$ cat src/rtl/fp_norm_pack_pkg.sv
// Shared widths, flag positions and the packed single-precision layout for the
// normalize/pack pipeline. FPNORM_DENORM_EN widens the stage-1 mantissa for the denormal shifter.
package fp_pkg;

  localparam int EXP_BIAS = 127;
  localparam int EXP_MAX  = 255;
  localparam int MANT_W   = 24;
  localparam int EXP_W    = 10;
  localparam int FRAC_W   = 23;

  localparam int FLAG_OVF  = 2;
  localparam int FLAG_UNF  = 1;
  localparam int FLAG_ZERO = 0;

  // Without denormals the hidden bit is never read after stage 1, so it is not stored.
`ifdef FPNORM_DENORM_EN
  localparam int S1_MANT_W = MANT_W;
`else
  localparam int S1_MANT_W = FRAC_W;
`endif

  typedef struct packed {
    logic              sign;
    logic [7:0]        exp;
    logic [FRAC_W-1:0] frac;
  } fp32_t;

  function automatic fp32_t fp_pack(input logic sign, input logic [7:0] exp,
                                    input logic [FRAC_W-1:0] frac);
    fp32_t r;
    r.sign = sign;
    r.exp  = exp;
    r.frac = frac;
    return r;
  endfunction

endpackage

$ cat src/rtl/fp_norm_classify.sv
// Stage-2 combinational classification (zero / overflow / underflow / normal) and packing.
// FPNORM_DENORM_EN selects gradual underflow instead of flush-to-zero.
module fp_norm_classify
  import fp_pkg::*;
(
  input  logic                  sign,
  input  logic signed [EXP_W:0] exp,
  input  logic [S1_MANT_W-1:0]  mant,
  input  logic                  zero,
  output logic [31:0]           result,
  output logic [2:0]            flags
);

  fp32_t r;

`ifdef FPNORM_DENORM_EN
  logic signed [EXP_W:0] den_sh;
  logic [MANT_W-1:0]     den_frac;

  // exp <= 0 here, so the right-shift amount is always at least 1.
  always_comb begin
    den_sh   = 11'sd1 - exp;
    den_frac = '0;
    if (den_sh < 11'sd24) den_frac = mant >> den_sh[4:0];
  end
`endif

  always_comb begin
    r     = '0;
    flags = '0;
    if (zero) begin
      r               = fp_pack(sign, 8'h00, '0);
      flags[FLAG_ZERO] = 1'b1;
    end else if (exp >= 11'sd255) begin
      r              = fp_pack(sign, 8'hFF, '0);
      flags[FLAG_OVF] = 1'b1;
    end else if (exp <= 11'sd0) begin
      flags[FLAG_UNF] = 1'b1;
`ifdef FPNORM_DENORM_EN
      r               = fp_pack(sign, 8'h00, den_frac[FRAC_W-1:0]);
      flags[FLAG_ZERO] = (den_frac == '0);
`else
      r               = fp_pack(sign, 8'h00, '0);
      flags[FLAG_ZERO] = 1'b1;
`endif
    end else begin
      r = fp_pack(sign, exp[7:0], mant[FRAC_W-1:0]);
    end
  end

  assign result = r;

endmodule

$ cat src/rtl/fp_norm_pack.sv
// Two-stage normalize-and-pack pipeline with valid/ready at both ends.
// Optional macro FPNORM_DENORM_EN enables denormal output instead of flush-to-zero.
module fp_norm_pack
  import fp_pkg::*;
(
  input  logic              clk,
  input  logic              rst_n,
  input  logic              in_valid,
  output logic              in_ready,
  input  logic              in_sign,
  input  logic [EXP_W-1:0]  in_exp,
  input  logic [MANT_W-1:0] in_mant,
  input  logic [4:0]        in_lzc,
  output logic              out_valid,
  input  logic              out_ready,
  output logic [31:0]       out_result,
  output logic [2:0]        out_flags
);

  logic                  s1_valid;
  logic                  s1_sign;
  logic                  s1_zero;
  logic signed [EXP_W:0] s1_exp;
  logic [S1_MANT_W-1:0]  s1_mant;

  logic                  s2_valid;
  logic [31:0]           s2_result;
  logic [2:0]            s2_flags;

  logic                  in_fire;
  logic                  s2_load;
  logic signed [EXP_W:0] exp_adj;
  logic [31:0]           cls_result;
  logic [2:0]            cls_flags;

  assign in_ready = !s1_valid || !s2_valid || out_ready;
  assign in_fire  = in_valid && in_ready;
  assign s2_load  = s1_valid && (!s2_valid || out_ready);

  // 11-bit signed subtract: range -543..511 cannot wrap.
  assign exp_adj = $signed({in_exp[EXP_W-1], in_exp}) - $signed({6'b0, in_lzc});

  always_ff @(posedge clk or negedge rst_n) begin
    if (!rst_n) begin
      s1_valid <= 1'b0;
      s1_sign  <= 1'b0;
      s1_zero  <= 1'b0;
      s1_exp   <= '0;
      s1_mant  <= '0;
    end else begin
      if (in_fire) begin
        s1_valid <= 1'b1;
        s1_sign  <= in_sign;
        s1_zero  <= (in_mant == '0);
        s1_exp   <= exp_adj;
        s1_mant  <= in_mant[S1_MANT_W-1:0] << in_lzc;
      end else if (s2_load) begin
        s1_valid <= 1'b0;
      end
    end
  end

  fp_norm_classify u_classify (
    .sign   (s1_sign),
    .exp    (s1_exp),
    .mant   (s1_mant),
    .zero   (s1_zero),
    .result (cls_result),
    .flags  (cls_flags)
  );

  // Output register only changes when empty or being consumed, so it holds under stall.
  always_ff @(posedge clk or negedge rst_n) begin
    if (!rst_n) begin
      s2_valid  <= 1'b0;
      s2_result <= '0;
      s2_flags  <= '0;
    end else begin
      if (s2_load) begin
        s2_valid  <= 1'b1;
        s2_result <= cls_result;
        s2_flags  <= cls_flags;
      end else if (out_ready) begin
        s2_valid <= 1'b0;
      end
    end
  end

  assign out_valid  = s2_valid;
  assign out_result = s2_result;
  assign out_flags  = s2_flags;

endmodule

$ cat config.mk
export PLATFORM = sky130hd
export DESIGN_NAME = fp_norm_pack
export DESIGN_NICKNAME = d
export VERILOG_FILES = /design/src/rtl/fp_norm_pack_pkg.sv /design/src/rtl/fp_norm_classify.sv /design/src/rtl/fp_norm_pack.sv
export SDC_FILE = /design/constraint.sdc
export NUM_CORES = 1
export LEC_CHECK = 0
export ABC_AREA = 1
export CORE_MARGIN = 1
export CORE_UTILIZATION = 50
export CTS_CLUSTER_DIAMETER = 80
export DETAILED_ROUTE_END_ITERATION = 10
export GPL_TIMING_DRIVEN = 0
export PLACE_DENSITY = 0.75
export SYNTH_ARGS = -nofsm -noshare
export SYNTH_HDL_FRONTEND = slang
export SYNTH_SLANG_ARGS = --single-unit
$ cat constraint.sdc
create_clock -name clk -period 1.6 [get_ports clk]
set_input_delay 0.48 -clock clk [delete_from_list [all_inputs] [get_ports clk]]
set_output_delay 0.48 -clock clk [all_outputs]
set_load 0.01 [all_outputs]
# --- After elaboration in Yosys (flattened, before gate mapping) ---
# Index checks and enable logic that the tools add are counted.
totals:
  ff_bits: 73
  inputBits: 44
  output_inout_bits: 37
classes:
  addsub: 1
  magnitude_cmp: 2
  n_shift: 1
  mux: 12
  reduce_logical: 10
ops:
  columns: ["operator", "n"]
  rows:
  - ["31-bit 2-to-1 mux", 3]
  - ["24-bit zero test", 1]
  - ["23-bit by 5-bit << shifter with 23-bit output", 1]
  - ["11-bit by 9-bit >= comparator with 1-bit output (second input constant)", 1]
  - ["11-bit by 1-bit less-or-equal comparator with 1-bit output (second input constant)", 1]
  - ["10-bit by 6-bit subtractor with 11-bit output", 1]
  - ["1-bit 2-to-1 mux", 6]
  - ["2-bit 2-to-1 mux", 3]
  - ["2-bit nonzero test", 2]
  - ["1-bit logical OR", 3]
  - ["1-bit logical AND", 2]
  - ["1-bit zero test", 2]

# --- Logic depth before layout (Yosys ltp) ---
# Gate-level depths: netlist of run 1.
depth:
  word_depth: 5
  ltp_mapped: 12

# --- Cells and area by module ---
# A second synthesis of run 1 with hierarchy kept.
hier_totals:
  cells_unflattened: 591
  hier_area_um2: 4598.2
by_module_without_submodules:
  columns: ["mod", "instances", "cells_each", "area_per_inst_um2", "seq_area_each_um2"]
  rows:
  - ["fp_norm_pack", 1, 494, 4070.2, 1826.8]
  - ["fp_norm_classify", 1, 97, 528.0, 0.0]

# --- Worst setup path before layout of run 1 ---
# Ideal clock, no wire load.
synth_timing:
  kind: "input port to flip-flop"
  from: "in in_lzc[2]"
  to: "reg s1_exp[9]"
  setup_time_ns: 0.124
  arrival_time_ns: 1.884
  required_ns: 1.476
  slack_ns: -0.408
  path_stages: 12
  path_buffers: 2
  path_cell_list: "buf_2 > inv_2 > buf_2 > ha_1 > a21oi_1 > nand2_1 > nand3_1 > nand2_1 > nor2_1 > nand2_1 > nand2_1 > nand3_1"
synth_via:
  elab_chain_cells: 1
synth_rtl:
  columns: ["element", "line", "rtl"]
  rows:
  - ["from (decl)", "fp_norm_pack.sv:13", "input logic [4:0] in_lzc,"]
  - ["10-bit by 6-bit subtractor with 11-bit output", "fp_norm_pack.sv:41", "assign exp_adj = $signed({in_exp[EXP_W-1], in_exp}) - $signed({6'b0, in_lzc});"]
  - ["to (signal assigned)", "fp_norm_pack.sv:55", "s1_exp <= exp_adj;"]
  - ["to (decl)", "fp_norm_pack.sv:23", "logic signed [EXP_W:0] s1_exp;"]
# Every way passes these cells.
# A chain may end at the register's enable or synchronous reset.

# --- Worst setup path in the final report of run 1 ---
layout_timing:
  from: "reg s2_valid (netlist: out_valid)"
  to: "out out_valid"
layout_lines:
  columns: ["element", "line", "rtl"]
  rows:
  - ["from (decl)", "fp_norm_pack.sv:26", "logic s2_valid;"]
  - ["from (signal assigned)", "fp_norm_pack.sv:75", "s2_valid <= 1'b0;"]
  - ["from (signal assigned)", "fp_norm_pack.sv:80", "s2_valid <= 1'b1;"]
  - ["from (signal assigned)", "fp_norm_pack.sv:84", "s2_valid <= 1'b0;"]
  - ["to (decl)", "fp_norm_pack.sv:14", "output logic out_valid,"]
# No word-level cell between the ends.

==> results of run 1 <==
repair_timing:
action,in CTS,in global routing
pin swaps,10,7
resized for setup,89,14
setup endpoints to repair,86,15
setup buffers,6,4
hold buffers,0,0
layer usage:
layer	vias to the layer above	global-route usage	wire (µm)
met3	25	0.04450	607
li1	2122	-	-
met4	0	0.1064	213
met2	165	0.4897	5851
met1	2074	0.3991	5612
met5	-	0	0
Yosys cell counts (all sizes together):
cell	number	area share
nand2	229	0.20
inv	31	0.028
o22ai	3	0.0044
o211ai	1	0.0018
xnor2	1	0.0021
buf	24	0.036
a31oi	2	0.0030
fa	1	0.0047
or2	3	0.0050
a21boi	2	0.0036
and2	1	0.0015
o21ai	37	0.050
dfrtp	73	0.43
nand3	113	0.14
xor2	1	0.0021
nand4	3	0.0044
nor2	29	0.030
clkbuf	3	0.0027
ha	5	0.015
a22oi	2	0.0036
a21oi	9	0.014
nor3	3	0.0047
nor4	6	0.0089
a22o	1	0.0021
through the flow:
stage / power, mW / area, µm² / util / cells
2_1_floorplan: 3.177 / 4278 / - / 583
3_3_place_gp: 3.871 / 5200 / 0.6361 / 767
3_5_place_dp: 3.921 / 5197 / 0.6358 / 767
4_1_cts: 5.605 / 5527 / 0.6760 / 789
5_1_grt: 5.923 / 5580 / 0.6826 / 793
6_report: 5.633 / 5580 / 0.6826 / 793
how the worst min path moves through the flow:
stage | cells after the start | endpoint | startpoint | slack (ns)
finish | 1 | s1_sign | rst_n | 0.24
global route | 1 | out_result[27] | rst_n | 0.32
CTS | 1 | s1_sign | rst_n | 0.29
detailed placement | 2 | out_result[2] | out_result[2] | 0.47
global placement | 2 | out_result[2] | out_result[2] | 0.46
floorplan | 0 | out_flags[0] | rst_n | 0.18
cell families after synthesis:
group | share of synthesized area
flip-flops | 0.4328
buffers and inverters | 0.06670
adder cells (fa/ha/maj) | 0.01957
AND/OR/NAND/NOR | 0.3940
XOR/XNOR | 0.004151
AO/OA/AOI/OAI | 0.08272
final cells by class:
class	instances	area (µm²)	share of cell area
clock inverters	6	112.6	0.02018
repair buffers	89	798.3	0.1430
multi-input cells	452	2238	0.4011
inverters	31	131.4	0.02354
plain buffers	27	214.0	0.03834
clock buffers	10	127.6	0.02287
well taps	105	131.4	0.02354
flip-flops and latches	73	1827	0.3274
flip-flops by register name, summed over array words and instances (netlist names):
register	cells
s1_exp	11
out_flags	3
s1_zero	1
out_result	32
s1_mant	23
s1_valid	1
s1_sign	1
out_valid	1
power breakdown:
part	total (mW)	switching, mW	internal, mW	leakage [nW]
logic	1.55	0.906	0.643	1.85
registers	2.32	0.195	2.12	0.951
clock network	1.77	0.724	1.05	0.121
layout by cell type, fill, tap and decap left out, types with 3 or more instances in the layout:
master,synthesis,final
nand2_1,228,223
nand3_1,112,109
dfrtp_1,73,73
dlygate4sd2_1,0,40
clkdlybuf4s50_1,0,30
nor2_1,26,25
inv_1,23,20
o21ai_0,22,19
buf_4,2,13
buf_2,15,12
buf_6,5,10
o21ai_2,7,10
clkbuf_8,0,9
o21ai_1,8,8
inv_2,8,7
nor4_1,6,6
a21oi_1,7,5
nand2_2,1,4
clkbuf_2,0,4
inv_4,0,3
nand3_2,1,3
o22ai_1,3,3
clkbuf_1,3,3
nor2_4,2,3
nand4_1,3,3
ha_4,0,3
bufinv_16,0,3
==> results.json, run 1 <==
{
  "outcome": "complete, but fails checks",
  "violations": "design-rule violations",
  "pwr_density_cell_nw_per_um2": 1009,
  "fin_ws_ns": 0.06024,
  "grt_max_degree": 74,
  "dr.pass1.iters": 8,
  "grt_pass1_wl_mm": 20.32,
  "report.final.slew_viol_count": 0,
  "cp.buffers_inverters": 1,
  "critPathKind": "reg2out",
  "tightestPinTransition_ns": 0.9042,
  "cts_root_buf": "clkbuf_8",
  "vias": 4386,
  "synthDistinctLibCells": 39,
  "slowest_delay_ns": 0.42,
  "skew_ns": 0.01723,
  "core.rowCount": 33,
  "die_w_um": 93.87,
  "drt_first_iter_violations": 279,
  "cap_violations": 0,
  "post_drt_wl_per_cell_um": 15.49,
  "period_needed_ns": 1.540,
  "rrSetupSlack_ns": 0.14,
  "cts_tree": "yes",
  "ios": 81,
  "ir_worst_vdd_mv": 0.4508,
  "dieArea_um2": 8812,
  "cts_inserted_buffers": 9,
  "gp_congestion": 0.9783,
  "seq_area_frac_synth": 0.4328,
  "grtUsageTotal": 0.2982,
  "crit_family": "flip-flops",
  "r2r_end": "out_result[4]",
  "n_fill_cell": 741,
  "worstSetupStartpoint": "out_valid",
  "clk_transition_reported_paths_ns": 0.09,
  "vias_per_cell": 5.531,
  "reg2reg_depth": 7,
  "syn_to_final_growth_pct": 32.23,
  "ant_nets": 0,
  "drive_above_1_share": 0.1526,
  "port-buffer-count": 79,
  "avgSynthCellArea_um2": 7.239,
  "rsz0062_at_grt": "no",
  "path_max_fanout": 3,
  "cp_slowest_cell": "dfrtp_1",
  "insertion_delay_ns": 0.35,
  "cp-start-kind": "flop",
  "cts_buffer_depth": 2,
  "cp-end-kind": "output pin",
  "setup_viol": 0,
  "antenna_found_initial": 0,
  "synth.net_count": 633,
  "wirelength_mm": 12.28,
  "cp_cell_sequence": "dlygate4sd2_1",
  "r2r-start": "s1_exp[4]",
  "start_util": 0.5162,
  "fin_crit_sh": 0.9623,
  "synth-seq-cells": 73,
  "drc_errors": 2,
  "nNetsFinal": 733,
  "place_ws_ns": -0.8806,
  "critPathArrivalTime_ns": 1.06,
  "hold_viol_final": 0,
  "antenna_cells": 0,
  "clock_sinks": 73,
  "worstPathRequired_ns": 1.12,
  "hold_path_class": "in2async",
  "fin_tns_setup_ns": 0,
  "core_area_um2": 8175,
  "ys_warn_count": 0,
  "endpoint": "out_valid",
  "synthesis.area_um2": 4220,
  "h-tree-depth": 3,
  "grt_pass1_vias": 4161,
  "grt-ovfl-total": 0,
  "clock.fmax_mhz": 649.5,
  "worst_hold_slack_ns": 0.2428,
  "crit_cells": 1,
  "synthCells": 583,
  "place_hpwl_mm": 9.240,
  "slew_headroom": 0.3972,
  "p_leak_nw": 2.922,
  "die_h_um": 93.87
}
No activity file was read; power rests on OpenSTA's default activity.
==> inputs of run 2 (changes only) <==
Settings changed: CELL_PAD_IN_SITES_DETAIL_PLACEMENT set to 0, CELL_PAD_IN_SITES_GLOBAL_PLACEMENT set to 2, CORE_UTILIZATION 50 to 31, PLACE_DENSITY 0.75 to 0.82.
Clock period 1.6 ns to 1.9 ns, I/O delays scaled along.
==> run 2 against run 1 <==
Compared with the run above: the flow now finishes without violations; via count down 6.2%; power is 8.6% lower; largest power group unchanged; worst setup slack worse by 0.014 ns; clock-buffer cell count is 1 higher; wire length rose by 4.0%; core utilization fell by 25 points; clock skew fell by 0.011 ns; die area increased by 60%; sequential power down 16%; combinational power decreased by 14%; cell area is 1.6% higher; critical path type is now in2out.
==> results.json, run 2 (synthesized netlist as in run 1, its figures left out) <==
{
  "outcome": "complete, no violations",
  "path_max_fanout": 3,
  "pwr_density_cell_nw_per_um2": 907.5,
  "hold_viol_final": 0,
  "port-buffer-count": 79,
  "ios": 81,
  "rsz0062_at_grt": "yes",
  "period_needed_ns": 1.853,
  "start_util": 0.3187,
  "h-tree-depth": 3,
  "antenna_found_initial": 0,
  "clock.fmax_mhz": 539.5,
  "slew_headroom": 0.6894,
  "die_w_um": 118.7,
  "clock_sinks": 73,
  "syn_to_final_growth_pct": 34.36,
  "report.final.slew_viol_count": 0,
  "grt-ovfl-total": 0,
  "dr.pass1.iters": 4,
  "tightestPinTransition_ns": 0.4659,
  "final_cell_mix": "nand2_1 (225), nand3_1 (110), dfrtp_1 (73), clkdlybuf4s50_1 (71), nor2_1 (25)",
  "critPathArrivalTime_ns": 1.28,
  "ir_worst_vdd_mv": 0.4633,
  "critPathKind": "in2out",
  "cts_root_buf": "clkbuf_16",
  "wirelength_mm": 12.78,
  "cts_buffer_depth": 2,
  "dieArea_um2": 14080,
  "worstPathRequired_ns": 1.33,
  "post-route-util": 0.4282,
  "setup_viol": 0,
  "vias_per_cell": 4.799,
  "largest_register_ffs": 32,
  "post_drt_wl_per_cell_um": 14.91,
  "drt_first_iter_violations": 209,
  "grt_max_degree": 54,
  "cp-end-kind": "output pin",
  "p_total_mw": 5.146,
  "ant_nets": 0,
  "fin_crit_sh": 0.9755,
  "clk_transition_reported_paths_ns": 0.06,
  "hold_path_class": "in2async",
  "dp.cells": 839,
  "core.rowCount": 42,
  "place_hpwl_mm": 9.974,
  "drive_above_1_share": 0.1322,
  "grt_pass1_vias": 3913,
  "cp-start-kind": "primary input",
  "grt_pass1_wl_mm": 20.81,
  "p_leak_nw": 2.765,
  "antenna_cells": 0,
  "cts_tree": "yes",
  "vias": 4113,
  "skew_ns": 0.006693,
  "cap_violations": 0,
  "gp_congestion": 0.8916,
  "grtUsageTotal": 0.1883,
  "final_common_cell": "nand2_1",
  "nNetsFinal": 726,
  "insertion_delay_ns": 0.33,
  "drc_errors": 0,
  "die_h_um": 118.7,
  "core_area_um2": 13240,
  "fin_tns_setup_ns": 0,
  "cts_inserted_buffers": 9,
  "fin_cells": 857
}
## run 2: cell types whose count changed in the layout (fill, tap and decap cells not counted), moves of 3 or more
cell,before,now
clkdlybuf4s50_1,30,71
dlygate4sd2_1,40,0
clkbuf_16,0,9
clkbuf_8,9,2
buf_4,13,9
buf_6,10,6
o21ai_1,8,11
## run 2: metrics by stage
step / hold slack (ns) / worst slack [ns] / instance area [µm²]
2_1_floorplan: 0.2744 / 0.008207 / 4247
3_3_place_gp: 0.4609 / -2.282 / 5258
3_5_place_dp: 0.4668 / -0.7386 / 5283
4_1_cts: 0.1239 / -0.03139 / 5624
5_1_grt: 0.1347 / -0.01199 / 5670
6_report: 0.1240 / 0.04657 / 5670
## run 2: critical path, stage by stage
cell and delay (ns):
clkdlybuf4s50_1 0.45, inv_1 0.05, nand3_2 0.07, buf_2 0.13
## run 2: layout make-up
class,count,area [µm²]
fill,1418,7572
timing repair buffer,82,817.0
multi-input combinational,452,2173
buffer,27,183.9
sequential,73,1827
inverter,31,118.9
clock inverter,5,77.57
tap,176,220.2
clock buffer,11,252.7
## run 2: power breakdown
group	switching, mW	total (mW)	internal (mW)
logic	0.739	1.34	0.603
registers	0.164	1.95	1.79
clock network	0.634	1.85	1.22
total	1.54	5.15	3.61
## run 2: final timing paths
check / end / cells past startpoint / from / slack, ns
min: out_result[29] / 1 / rst_n / 0.12
min in group clk: s1_mant[11] / 2 / s1_mant[11] / 0.48
max in group asynchronous: s1_mant[15] / 2 / rst_n / 1.23
min reg2reg: s1_mant[11] / 2 / s1_mant[11] / 0.48
max reg2reg: s1_mant[17] / 7 / out_valid / 0.37
max: in_ready / 4 / out_ready / 0.05
## run 2: per-layer routing
metal | up-vias | global-route usage | wire length, µm
met1 | 1896 | 0.2665 | 6421
met3 | 9 | 0.02847 | 432
met4 | 0 | 0.05063 | 147
met5 | - | 0 | 0
met2 | 99 | 0.2979 | 5774
li1 | 2109 | - | -
## run 2: repair_timing
item / in CTS / in global routing
cloned: 0 / 0
resized for setup: 19 / 24
hold buffers: 0 / 0
buffers inserted: 0 / 2
pin swaps: 0 / 6
hold endpoints to repair: 0 / 0
endpoints found under the setup margin: 22 / 23
